`config.mk`:
```
export PLATFORM = sky130hd
export DESIGN_NAME = alu_arbiter
export DESIGN_NICKNAME = d
export VERILOG_FILES = /design/src/rtl/alu_arbiter.sv
export SDC_FILE = /design/constraint.sdc
export NUM_CORES = 1
export LEC_CHECK = 0
export ABC_AREA = 1
export CAP_MARGIN = 5
export CORE_ASPECT_RATIO = 0.75
export CORE_MARGIN = 1.5
export CORE_UTILIZATION = 35
export DETAILED_ROUTE_END_ITERATION = 8
export GPL_ROUTABILITY_DRIVEN = 0
export PLACE_DENSITY_LB_ADDON = 0.3
export REMOVE_ABC_BUFFERS = 1
export SYNTH_ARGS = -nofsm -noshare
export SYNTH_HDL_FRONTEND = slang
export SYNTH_SLANG_ARGS = --single-unit
```
`constraint.sdc`:
```
create_clock -name clk -period 1.49 [get_ports clk]
set_input_delay 0.447 -clock clk [delete_from_list [all_inputs] [get_ports clk]]
set_output_delay 0.447 -clock clk [all_outputs]
set_load 0.03 [all_outputs]
```
`src/rtl/alu_arbiter.sv`:
```
// Two-requester front end for a shared combinational ALU: arbitrate, capture, execute, hold response.
// Define ALU_ARB_FIXED_PRIO_EN for fixed priority (requester 0 wins); default is round-robin.
module alu_arbiter #(
    parameter int XLEN = 32
) (
    input  logic            clk,
    input  logic            rst_n,
    input  logic            req0_valid,
    output logic            req0_ready,
    input  logic [3:0]      req0_op,
    input  logic [XLEN-1:0] req0_a,
    input  logic [XLEN-1:0] req0_b,
    input  logic            req1_valid,
    output logic            req1_ready,
    input  logic [3:0]      req1_op,
    input  logic [XLEN-1:0] req1_a,
    input  logic [XLEN-1:0] req1_b,
    output logic [XLEN-1:0] alu_a,
    output logic [XLEN-1:0] alu_b,
    output logic [3:0]      alu_ctrl,
    input  logic [XLEN-1:0] alu_result,
    output logic            rsp_valid,
    input  logic            rsp_ready,
    output logic            rsp_id,
    output logic [XLEN-1:0] rsp_result,
    output logic            rsp_err
);

    localparam logic [1:0] IDLE = 2'd0;
    localparam logic [1:0] EXEC = 2'd1;
    localparam logic [1:0] RESP = 2'd2;

    logic [1:0]      state;
    logic [3:0]      cap_op;
    logic [XLEN-1:0] cap_a;
    logic [XLEN-1:0] cap_b;
    logic            cap_id;
    logic            grant_any;
    logic            grant_id;
    logic            op_undef;

    // Readies are gated by rst_n so every output reads 0 while reset is held.
    assign grant_any = rst_n && (state == IDLE) && (req0_valid || req1_valid);

`ifdef ALU_ARB_FIXED_PRIO_EN
    assign grant_id = !req0_valid;
`else
    logic last_id;

    always_comb begin
        grant_id = !req0_valid;
        if (req0_valid && req1_valid)
            grant_id = !last_id;
    end

    // Reset value 1 means the first contested grant goes to requester 0.
    always_ff @(posedge clk or negedge rst_n) begin
        if (!rst_n)
            last_id <= 1'b1;
        else if (grant_any)
            last_id <= grant_id;
    end
`endif

    assign req0_ready = grant_any && !grant_id;
    assign req1_ready = grant_any && grant_id;

    assign alu_a    = cap_a;
    assign alu_b    = cap_b;
    assign alu_ctrl = cap_op;
    assign op_undef = (cap_op > 4'd12);

    // NOTE: all state here is updated with non-blocking assignments so every
    // register samples the pre-edge values regardless of statement order.
    always_ff @(posedge clk or negedge rst_n) begin
        if (!rst_n) begin
            state      <= IDLE;
            cap_op     <= '0;
            cap_a      <= '0;
            cap_b      <= '0;
            cap_id     <= 1'b0;
            rsp_valid  <= 1'b0;
            rsp_id     <= 1'b0;
            rsp_result <= '0;
            rsp_err    <= 1'b0;
        end else begin
            case (state)
                IDLE: begin
                    if (grant_any) begin
                        cap_id <= grant_id;
                        cap_op <= grant_id ? req1_op : req0_op;
                        cap_a  <= grant_id ? req1_a  : req0_a;
                        cap_b  <= grant_id ? req1_b  : req0_b;
                        state  <= EXEC;
                    end
                end
                EXEC: begin
                    rsp_valid  <= 1'b1;
                    rsp_id     <= cap_id;
                    rsp_err    <= op_undef;
                    rsp_result <= op_undef ? '0 : alu_result;
                    state      <= RESP;
                end
                RESP: begin
                    if (rsp_ready) begin
                        rsp_valid <= 1'b0;
                        state     <= IDLE;
                    end
                end
                default: state <= IDLE;
            endcase
        end
    end

endmodule

```
==> results.tsv <==
metric	value	unit
rrSetupSlack	-30	ps
endpoint_kind	primary output	
layout.nets	1138	
totalPowerFinal	16000	uW
setup_violations	45	
start_kind	flip-flop	
critPathLaunch	last_id	
ir_worst_vdd	0.757	mV
finClkSkew	8.26	ps
slew_headroom	67.1	%
fillers	1245	
cp_max_fo	3	
synthToLayoutAreaGrowth	72.1	%
synth_area_per_cell	7.38	um2
violations	negative setup slack	
placed_area	8170	um2
synth_area	5050	um2
dieWidth	142	um
final_cell_mix	nand2_1 (403), clkdlybuf4s50_1 (169), dfrtp_1 (106)	
cellPowerDensity	1840	nW/um2
io-pin-count	278	
num_vias	5367	
crit_family	flip-flops	
clock-sinks	107	
critPathMaxStageDelay	530	ps
status	finished with violations	
grt_pass1_wl	25800	um
die-area	15200	um2
holdBufCountCts	0	
min_period	1760	ps
worstMarginPinSlew	494	ps
r2r_end	alu_ctrl[1]	
drive_above_1_share	18.6	%
r2r_cells	10	
track_usage	21.3	%
layout_commonest_cell	nand2_1	
start_util	36.4	%
diodes	0	
ys_seq_area_share	53.0	%
worstReg2RegStart	state[0]	
dp_hpwl	11700	um
cp.buffers_inverters	3	
synthCells	684	
fp-row-count	37	
critPathArrivalTime	1310	ps
place.port_buffers	277	
fmax	0.569	GHz
grt_pass1_vias	5122	
fin_cells	1144	
htreeDepth	3	
antenna_found_initial	0	
ant_nets	0	
grt_max_degree	73	
synth_cell_type_count	15	
path_clk_slew	80	ps
cts_tree	done	
drt_first_pass_iters	6	
slew_viol_final	0	
finalHoldViolCount	0	
ctsRootBufferMaster	clkbuf_16	
hp-class	input pin to asynchronous set/reset pin	
drc	0	
avgViaCountPerCell	4.69	
tns	-1230	ps
cpMaxStageDelayCell	dfstp_2	
max-cap-violations	0	
yosys_warnings	0	
setup_slack	-267	ps
cts_buffers	9	
path_cells	inv_2, nand2_2, nand2_4, nand2_2, inv_2, buf_6	
post-route-period-util	118	%
final_area	8690	um2
wire_per_inst	14.7	um
ctsLongestPathBuffers	2	
grt-ovfl-total	0	
routed_wl	16800	um
critical_path_class	flip-flop to primary output	
dp.cells	1115	
worst-endpoint-required	1040	ps
coreArea	13900	um2
p_leak	0.00453	uW
rsz0062_at_grt	yes	
clkLatencyLatePin	340	ps
first_iter_violations	300	
fp.dieH	107	um
ys_seq_elements	107	
-- logic make-up after synthesis --
kind of cell | share of synthesized area (%)
and+or+nand+nor | 41.3
DFF | 53.0
AOI/OAI and AO/OA | 0.743
buffers and inverters | 4.96
-- Yosys cell counts --
cell type,number,area [um2]
nor2_4,1,11.3
dfrtp_1,106,2650
nand3_1,101,505
inv_2,2,7.51
clkbuf_1,15,56.3
dfstp_2,1,26.3
o21ai_0,6,30.0
buf_6,3,33.8
nand2_1,412,1550
buf_2,26,130
inv_1,5,18.8
buf_1,1,3.75
nor2_1,2,7.51
nor2_2,2,12.5
o21bai_1,1,7.51
-- routing by layer --
| layer | part of all wire (%) | global-route usage, % |
|---|---|---|
| met2 | 48 | 35.6 |
| met4 | 1.5 | 5.38 |
| met5 | 0 | 0 |
| met1 | 43 | 27.7 |
| met3 | 7.5 | 5.36 |
-- per-stage QoR --
step / util [%] / worst slack (ps) / hold WS, ps
after floorplan: - / -2670 / 151
after global placement: 58.9 / -385 / 462
after detailed placement: 58.9 / -384 / 465
after CTS: 61.7 / -267 / 185
after global routing: 62.6 / -337 / 196
final: 62.6 / -267 / 177
-- report_power, final --
part           switching (uW)  internal, uW  total [uW]
combinational            4960          3600        8570
clock                    1100          1310        2410
sequential                855          4190        5040
-- worst max path at each step --
stage | slack [ps] | to | depth (start not counted)
after floorplan | -2670 | req0_ready | 4
after global placement | -390 | req1_ready | 6
after detailed placement | -380 | req1_ready | 6
after CTS | -270 | req1_ready | 6
after global routing | -340 | req1_ready | 6
final | -270 | req1_ready | 6
-- repair_timing --
action / in CTS / in global routing
setup buffers: 5 / 2
cloned: 0 / 7
pin swaps: 5 / 4
gates resized for setup: 119 / 64
endpoints found under the setup margin: 37 / 90
-- sequential cells by signal (all words and copies together) (netlist names) --
| register | flops |
|---|---|
| state | 2 |
| alu_a | 32 |
| rsp_valid | 1 |
| alu_ctrl | 4 |
| rsp_result | 32 |
| alu_b | 32 |
| last_id | 1 |
| rsp_err | 1 |
| rsp_id | 1 |
| cap_id | 1 |
-- area by class of cell --
type                            instances  area, um2  area share (%)
Timing Repair Buffer                  315       3290            37.9
Inverter                                7       45.0           0.518
Sequential cell                       107       2680            30.8
Multi-Input combinational cell        525       2160            24.9
Clock buffer                            9        225            2.59
Clock inverter                          6       71.3           0.820
Tap cell                              175        219            2.52
No activity file was read; power rests on OpenSTA's default activity.
